File: src/rtl/pe_row_drain_pkg.sv
// Shared definitions for the PE row output-drain controller.
package pe_row_drain_pkg;

  // Data width matching PE_H psum/output registers.
  localparam int unsigned DefaultDw = 16;

  // Drain FSM states.
  typedef enum logic [1:0] {
    StIdle  = 2'd0,
    StLoad  = 2'd1,
    StShift = 2'd2
  } drain_state_e;

  // Broadcast PE control bus, MSB to LSB: clear_psum, en_out, output_eject_ctrl.
  typedef struct packed {
    logic clear_psum;
    logic en_out;
    logic eject;
  } pe_ctrl_t;

  localparam pe_ctrl_t CtrlNone = '{clear_psum: 1'b0, en_out: 1'b0, eject: 1'b0};

endpackage

File: src/rtl/pe_row_drain_sync_fifo.sv
// Synchronous FIFO for drained words. Read data is forced to zero while empty so
// the stream outputs are clean after reset.
module pe_row_drain_sync_fifo #(
  parameter int unsigned Width = 17,
  parameter int unsigned Depth = 8
) (
  input  logic             clk,
  input  logic             rst,
  input  logic             wr_en,
  input  logic [Width-1:0] wr_data,
  input  logic             rd_en,
  output logic [Width-1:0] rd_data,
  output logic             full,
  output logic             empty
);

  localparam int unsigned AW = (Depth > 1) ? $clog2(Depth) : 1;
  localparam logic [AW:0] FullCnt = (AW + 1)'(Depth);

  logic [Width-1:0] mem_q [Depth];
  logic [AW-1:0]    wr_ptr_q, rd_ptr_q;
  logic [AW:0]      cnt_q;
  logic             wr, rd;

  assign full  = (cnt_q == FullCnt);
  assign empty = (cnt_q == '0);
  assign wr    = wr_en && !full;
  assign rd    = rd_en && !empty;

  assign rd_data = empty ? '0 : mem_q[rd_ptr_q];

  // Storage array; no reset needed since reads are masked while empty.
  always_ff @(posedge clk) begin
    if (wr) mem_q[wr_ptr_q] <= wr_data;
  end

  // Pointers wrap naturally (power-of-two depth); occupancy tracks push/pop.
  always_ff @(posedge clk or negedge rst) begin
    if (!rst) begin
      wr_ptr_q <= '0;
      rd_ptr_q <= '0;
      cnt_q    <= '0;
    end else begin
      if (wr) wr_ptr_q <= wr_ptr_q + AW'(1);
      if (rd) rd_ptr_q <= rd_ptr_q + AW'(1);
      case ({wr, rd})
        2'b10:   cnt_q <= cnt_q + (AW + 1)'(1);
        2'b01:   cnt_q <= cnt_q - (AW + 1)'(1);
        default: cnt_q <= cnt_q;
      endcase
    end
  end

endmodule

File: src/rtl/pe_row_drain.sv
// Output-drain controller for a row of PE_H cells: snapshots psums into the
// output_reg chain, shifts the chain into a FIFO and streams it out.
module pe_row_drain
  import pe_row_drain_pkg::*;
#(
  parameter int unsigned DW         = DefaultDw,
  parameter int unsigned NUM_PE     = 16,
  parameter int unsigned FIFO_DEPTH = 8
) (
  input  logic          clk,
  input  logic          rst,
  input  logic          start_drain,
  input  logic [DW-1:0] row_out_in,
  output logic          output_eject_ctrl,
  output logic          en_out,
  output logic          clear_psum,
  output logic          busy,
  output logic          drain_done,
  output logic [DW-1:0] m_data,
  output logic          m_valid,
  input  logic          m_ready,
  output logic          m_last
);

  localparam int unsigned CntW = $clog2(NUM_PE);
  localparam logic [CntW-1:0] LastCnt = CntW'(NUM_PE - 1);

  drain_state_e  state_q, state_d;
  logic [CntW-1:0] cnt_q, cnt_d;
  logic          done_q;
  logic          fifo_full, fifo_empty;
  logic          push, last_word;
  pe_ctrl_t      ctrl;

  // A stalled chain simply holds; nothing is shifted unless the FIFO can take it.
  assign push      = (state_q == StShift) && !fifo_full;
  assign last_word = (cnt_q == LastCnt);

  // Next-state and PE control decode.
  always_comb begin
    state_d = state_q;
    cnt_d   = cnt_q;
    ctrl    = CtrlNone;
    unique case (state_q)
      StIdle: begin
        if (start_drain) begin
          state_d = StLoad;
          cnt_d   = '0;
        end
      end
      StLoad: begin
        ctrl.en_out     = 1'b1;
        ctrl.clear_psum = 1'b1;
        state_d         = StShift;
      end
      StShift: begin
        ctrl.eject = 1'b1;
        if (push) begin
          ctrl.en_out = 1'b1;
          cnt_d       = cnt_q + CntW'(1);
          if (last_word) state_d = StIdle;
        end
      end
      default: state_d = StIdle;
    endcase
  end

  // FSM state, word counter and drain_done pulse.
  always_ff @(posedge clk or negedge rst) begin
    if (!rst) begin
      state_q <= StIdle;
      cnt_q   <= '0;
      done_q  <= 1'b0;
    end else begin
      state_q <= state_d;
      cnt_q   <= cnt_d;
      done_q  <= push && last_word;
    end
  end

  assign output_eject_ctrl = ctrl.eject;
  assign en_out            = ctrl.en_out;
  assign clear_psum        = ctrl.clear_psum;
  assign busy              = (state_q != StIdle);
  assign drain_done        = done_q;
  assign m_valid           = !fifo_empty;

  pe_row_drain_sync_fifo #(
    .Width (DW + 1),
    .Depth (FIFO_DEPTH)
  ) u_fifo (
    .clk     (clk),
    .rst     (rst),
    .wr_en   (push),
    .wr_data ({last_word, row_out_in}),
    .rd_en   (m_ready),
    .rd_data ({m_last, m_data}),
    .full    (fifo_full),
    .empty   (fifo_empty)
  );

endmodule
File: config.mk
export PLATFORM = sky130hd
export DESIGN_NAME = pe_row_drain
export DESIGN_NICKNAME = d
export VERILOG_FILES = /design/src/rtl/pe_row_drain_pkg.sv /design/src/rtl/pe_row_drain_sync_fifo.sv /design/src/rtl/pe_row_drain.sv
export SDC_FILE = /design/constraint.sdc
export NUM_CORES = 1
export LEC_CHECK = 0
export ABC_AREA = 0
export CAP_MARGIN = 20
export CORE_MARGIN = 5
export CORE_UTILIZATION = 45
export DETAILED_ROUTE_END_ITERATION = 8
export PLACE_DENSITY = 0.73
export SLEW_MARGIN = 25
export SYNTH_ARGS = -nofsm -noshare
export SYNTH_HDL_FRONTEND = slang
export SYNTH_SLANG_ARGS = --single-unit
File: constraint.sdc
create_clock -name clk -period 10.1 [get_ports clk]
set_input_delay 2.525 -clock clk [delete_from_list [all_inputs] [get_ports clk]]
set_output_delay 2.525 -clock clk [all_outputs]
set_load 0.005 [all_outputs]
==> results.json <==
{
  "finalNonFillerCells": 580,
  "clockPowerShare_pct": 29.2,
  "grt_start_max_net_pins": 25,
  "syn_nets": 359,
  "register_area_um2": 4511,
  "core_area_um2": 13720,
  "p_total_mw": 2.114,
  "synth.most_common_cell": "edfxtp_1",
  "dp.cells": 548,
  "cts.path.max_buffers": 2,
  "synth_flop_cell": "edfxtp_1",
  "pwr-share-comb_pct": 31.2,
  "worstSetupPathType": "register to output port",
  "num-fill-cells": 1070,
  "dr.pass1.iters": 4,
  "cts.sinks": 153,
  "antenna_found_initial": 0,
  "timing_worst_slew_pin_value_ns": 0.8330,
  "path_cells": "buf_4, mux4_2, mux2i_1, nor2_1, clkdlybuf4s50_1",
  "slew_violations": 0,
  "drc": 0,
  "synth_area_leaders": "edfxtp_1 66%, mux4_2 12%, dfrtp_1 6.8%",
  "synth_cells": 330,
  "path_max_fanout": 22,
  "crit_buf_inv": 2,
  "switchingPower_uw": 617.3,
  "cts_max_level": 4,
  "fin_crit_ns": 5.377,
  "fin_util_pct": 54.58,
  "holdCritStartpoint": "u_fifo.cnt_q[3]",
  "synth_common_cells": "136 x edfxtp_1, 34 x mux4_2, 26 x nor2_1",
  "crit_required_ns": 7.58,
  "clk_pin_slew_worst_paths_ns": 0.06,
  "vias": 3111,
  "fin_skew_ns": 0.01170,
  "hold_depth": 1,
  "crit_arrival_ns": 2.85,
  "hold_viol": 0,
  "ctsResizeCount": 0,
  "drive_gt1_share_pct": 22.25,
  "crit_family": "buffers and inverters",
  "track_usage_pct": 15.76,
  "fp.dieH_um": 127.6,
  "synth_top_cell_by_area": "edfxtp_1",
  "rsz0062_at_grt": "false",
  "die_w_um": 127.6,
  "cap_violations": 0,
  "endpoint_kind": "output port",
  "p_seq_share_pct": 39.7,
  "wire_per_inst_um": 20.35,
  "setup_viol": 0,
  "rr_startpoint": "state_q[0]",
  "cts_hold_buf": 0,
  "synthDistinctLibCells": 41,
  "switching_share_pct": 29.19,
  "ioPinCount": 43,
  "crit_slowest_cell": "dfrtp_2",
  "vdd_drop_max_v": 0.0001205,
  "synth-edff-count": 136,
  "slew-limit-headroom_pct": 44.17,
  "start_kind": "register",
  "grt_pass1_vias": 3305,
  "async_flop_share_pct": 11.11,
  "ant_nets": 0,
  "area_growth_pct": 20.25,
  "syn_area_per_cell_um2": 18.87,
  "grt_pass1_wl_um": 18750,
  "via_per_inst": 5.364,
  "place_area_um2": 6910,
  "fin_crit_sh_pct": 53.24,
  "cts_tree": "built",
  "p_int_mw": 1.497,
  "clk_latency_ns": 0.43,
  "status": "finished clean",
  "leakagePower_nw": 2.545,
  "cts_root_buf": "clkbuf_16",
  "hold_class": "register to register",
  "antennaDiodeCount": 0,
  "drt_iter0_drc": 226,
  "r2r_end": "u_fifo.mem_q[4][15]",
  "fin_area_um2": 7488,
  "nNetsFinal": 416,
  "place_congestion": 0.7848,
  "grt_overflow": 0,
  "rrSetupSlack_ns": 7.13,
  "max_stage_delay_ns": 0.67,
  "start_util_pct": 45.39,
  "finalSetupTns_ns": 0,
  "min_to": "u_fifo.cnt_q[3]",
  "numCtsBuffers": 17,
  "syn-cell-area_um2": 6227,
  "p_per_area_nw_per_um2": 282.4,
  "multi_input_area_um2": 1634,
  "ys_seq_area_share_pct": 72.41,
  "netlist.area_leader.share_pct": 65.58,
  "ys_warn_count": 0,
  "postCtsSetupBuffers": 0,
  "ys_seq_elements": 153,
  "die-area_um2": 16290,
  "hpwl_um": 7247,
  "wl_um": 11800,
  "fmax_mhz": 186.0,
  "worst_r2r_path_depth": 7,
  "row_count": 43,
  "portBuffers": 42
}
==> worst max-delay path by stage <==
stage               slack (ns)          startpoint          to  cells past startpoint
floorplan                 6.01  u_fifo.rd_ptr_q[0]  m_data[13]                      5
global placement          5.10  u_fifo.rd_ptr_q[0]   m_data[6]                      5
detailed placement        5.09  u_fifo.rd_ptr_q[0]   m_data[7]                      5
CTS                       4.62  u_fifo.rd_ptr_q[0]   m_data[7]                      5
global route              4.41  u_fifo.rd_ptr_q[0]   m_data[6]                      5
finish                    4.72  u_fifo.rd_ptr_q[0]   m_data[6]                      5
==> through the flow <==
| step | hold WS [ns] | setup WS (ns) |
|---|---|---|
| after global placement | 0.5362 | 5.096 |
| after global routing | 0.5931 | 4.411 |
| after floorplan | 0.5187 | 6.014 |
| final | 0.5619 | 4.723 |
| after CTS | 0.5620 | 4.621 |
| after detailed placement | 0.5568 | 5.090 |
==> power by group through the flow <==
stage / combinational (mW) / clock (mW) / sequential [mW]
5_1_grt: 0.719 / 0.658 / 0.851
2_1_floorplan: 0.452 / 0 / 0.803
4_1_cts: 0.669 / 0.630 / 0.841
3_5_place_dp: 0.667 / 0 / 0.854
3_3_place_gp: 0.653 / 0 / 0.846
6_report: 0.659 / 0.617 / 0.839
==> flip-flops by register name, summed over array words and instances, names as in the netlist <==
name             cells
u_fifo.cnt_q         4
drain_done           1
u_fifo.mem_q       136
state_q              2
cnt_q                4
u_fifo.rd_ptr_q      3
u_fifo.wr_ptr_q      3
==> per-layer routing <==
layer	part of all wire [%]	vias to the layer above	GRT usage, %
met2	51	81	25.89
met1	42	1591	19.81
met4	1.8	0	6.554
met3	5.3	16	4.473
met5	0	-	0
li1	-	1423	-
==> cell type report <==
| class | count | area share, % |
|---|---|---|
| timing repair buffer | 54 | 6.817 |
| inverter | 8 | 0.4010 |
| clock buffer | 19 | 5.781 |
| clock inverter | 13 | 1.938 |
| tap | 180 | 3.008 |
| multi-input combinational | 153 | 21.82 |
| sequential | 153 | 60.23 |
==> kinds of logic (layout without fill, tap and decap cells) <==
group                    after synthesis  count (layout)  share of synthesized area (%)
multiplexers                          54              54                          15.61
AO/OA/AOI/OAI                         18              18                          1.808
buffers and inverters                 24              94                          1.808
flip-flops                           153             153                          72.41
AND/OR/NAND/NOR                       63              63                          5.284
XOR/XNOR                               9               9                          1.266
adder cells (fa/ha/maj)                9               9                          1.808
==> layout by cell type, fill, tap and decap left out, types with 5 or more instances in the layout <==
cell	instances
xor2_1	5
ha_1	9
nand2_1	9
mux2i_1	18
edfxtp_1	136
a21oi_1	7
clkbuf_16	17
inv_1	6
dfrtp_1	16
mux4_2	34
nand3_1	6
clkdlybuf4s50_1	42
nor2_1	25
buf_4	12
Note: power is estimated with default switching activity, not from simulation.
==> RTL edit (config.mk and constraints unchanged) <==
The 3 states of `drain_state_e` get a one-hot encoding in 3 bits.
--- a/src/rtl/pe_row_drain_pkg.sv
+++ b/src/rtl/pe_row_drain_pkg.sv
@@ -5,10 +5,10 @@
   localparam int unsigned DefaultDw = 16;
 
   // Drain FSM states.
-  typedef enum logic [1:0] {
-    StIdle  = 2'd0,
-    StLoad  = 2'd1,
-    StShift = 2'd2
+  typedef enum logic [2:0] {
+    StIdle  = 3'b001,
+    StLoad  = 3'b010,
+    StShift = 3'b100
   } drain_state_e;
 
   // Broadcast PE control bus, MSB to LSB: clear_psum, en_out, output_eject_ctrl.
Check against the original RTL: same outputs for any inputs over 10 cycles, from zero or initial values and one cycle with rst low; not proved beyond that.
==> RTL edit against the unedited design <==
- largest power group unchanged
- highest routed layer unchanged
- wire length decreased by 6.2%
- total power decreased by 6.3%
- area after synthesis decreased by 0.96%
- sequential cell count increased by 1
- largest cell class unchanged
- worst setup slack improved by 0.22 ns
- synthesized cell count decreased by 3.9%
- critical path type unchanged
- utilization increased by 1.1 points
- final area decreased by 0.79%
==> RTL edit: results (changes against the unedited design) <==
* Largest net degree at the start of global routing at 37 (+48%)
* Async SR Flop Fraction at 11.69% (+0.58 points)
* Clock-cell share at 7.831% (+0.11 points)
* Critical Path Sink: m_data[14]
* WL met2 at 5874 um (-2.7%)
* R2R setup slack at 7.04 ns (-0.09 ns)
* Synth Area in XOR/XNOR at 1.420% (+0.15 points)
* Plain + repair buffers at 54 (unchanged)
* All-Layer GR Usage at 14.54% (-1.2 points)
* Power per cell area at 266.7 mW/mm^2 (-5.5%)
* Share of the synthesized area in the top cell type at 66.22% (+0.64 points)
* Sequential cell area share at 61.06% (+0.83 points)
* Clock buffers at 18 (-1)
* M1 WL at 4582 um (-7.1%)
* Sink Count at 154 (+0.65%)
* Largest cells by area after synthesis: edfxtp_1 66%, mux4_2 12%, dfrtp_1 6.9%
* Global-route wire length before repair at 17,660 um (-5.8%)
* Avg Vias per Cell at 5.336 (-0.52%)
* Crit path DAT at 2.63 ns (-0.22 ns)
* Initial DRC Count at 248 (+9.7%)
* Inverters at 6 (-2)
* Nets at 401 (-3.6%)
* Post-Synth Adder-Cell Area at 1.217% (-0.59 points)
* Worst R2R Start: u_fifo.cnt_q[2]$_DFFE_PN0P_
* Post-Layout Cell Count at 563 (-2.9%)
* Post-synthesis compound-gate area fraction at 1.217% (-0.59 points)
* Met1 Usage GRT at 17.74% (-2.1 points)
* Number of global-route vias before repair at 3,269 (-1.1%)
* Met3 Use GR at 3.506% (-0.97 points)
* Syn nets at 343 (-4.5%)
* Critical path's slowest cell: dfrtp_1
* Cells on worst reg2reg path at 11 (+4)
* Post-synth top cells: 136 x edfxtp_1, 34 x mux4_2, 27 x nor2_1
* Fillers at 1,029 (-3.8%)
* Yosys cell types at 38 (-7.3%)
* Register area share after synthesis at 73.54% (+1.1 points)
* Routed length on met3 at 406 um (-35%)
* CP startpoint: u_fifo.rd_ptr_q[1]$_DFFE_PN0P_
* Area occupied by multi-input gates at 0.001558 mm^2 (-4.7%)
* Hpwl dp at 6599 um (-8.9%)
* Largest registers: u_fifo.mem_q (136), cnt_q (4), u_fifo.cnt_q (4)
* Largest stage delay on the critical path at 0.71 ns (+0.04 ns)
* Max-slew headroom at 43.98% (-0.19 points)
* Comb_multi_in at 142 (-7.2%)
* Final Cycle Share at 51.02% (-2.2 points)
* Area post-placement at 0.006848 mm^2 (-0.91%)
* Placed Cells at 532 (-2.9%)
* Post-synthesis mux area share at 15.76% (+0.15 points)
* Layout cells sized above 1 at 23.00% (+0.75 points)
* FF-to-FF End: u_fifo.cnt_q[2]$_DFFE_PN0P_
* Place WS at 5.320 ns (+0.2295 ns)
* Average cell area after synthesis at 19.45 um^2 (+3.1%)
* CP max FO at 24 (+9.1%)
* Status: completed
* Non-clock buffering overhead at 6.871% (+0.054 points)
* Grt met2 use at 25.03% (-0.86 points)
* IR drop worst, VDD at 0.0001512 V (+25%)
* Fin Clk Skew at 0.006808 ns (-0.004891 ns)
* Worst skew pair latency at 0.41 ns (-0.02 ns)
* Placer Congestion at 0.7373 (-6.1%)
RTL edit: worst min path at each step:
stage	start	to	slack, ns	cells after the start
finish	state_q[1]$_DFFE_PN0P_	state_q[0]$_DFFE_PN1P_	0.50	1
global route	state_q[1]$_DFFE_PN0P_	state_q[0]$_DFFE_PN1P_	0.52	1
CTS	state_q[1]$_DFFE_PN0P_	state_q[0]$_DFFE_PN1P_	0.50	1
detailed placement	state_q[1]$_DFFE_PN0P_	state_q[0]$_DFFE_PN1P_	0.49	1
global placement	state_q[1]$_DFFE_PN0P_	state_q[0]$_DFFE_PN1P_	0.48	1
floorplan	state_q[1]$_DFFE_PN0P_	state_q[0]$_DFFE_PN1P_	0.45	1
RTL edit: power breakdown:
group / leakage [uW] / switching (uW) / internal (uW)
sequential: 0.00144 / 68.6 / 736
combinational: 0.000812 / 231 / 328
clock: 0.000277 / 234 / 385
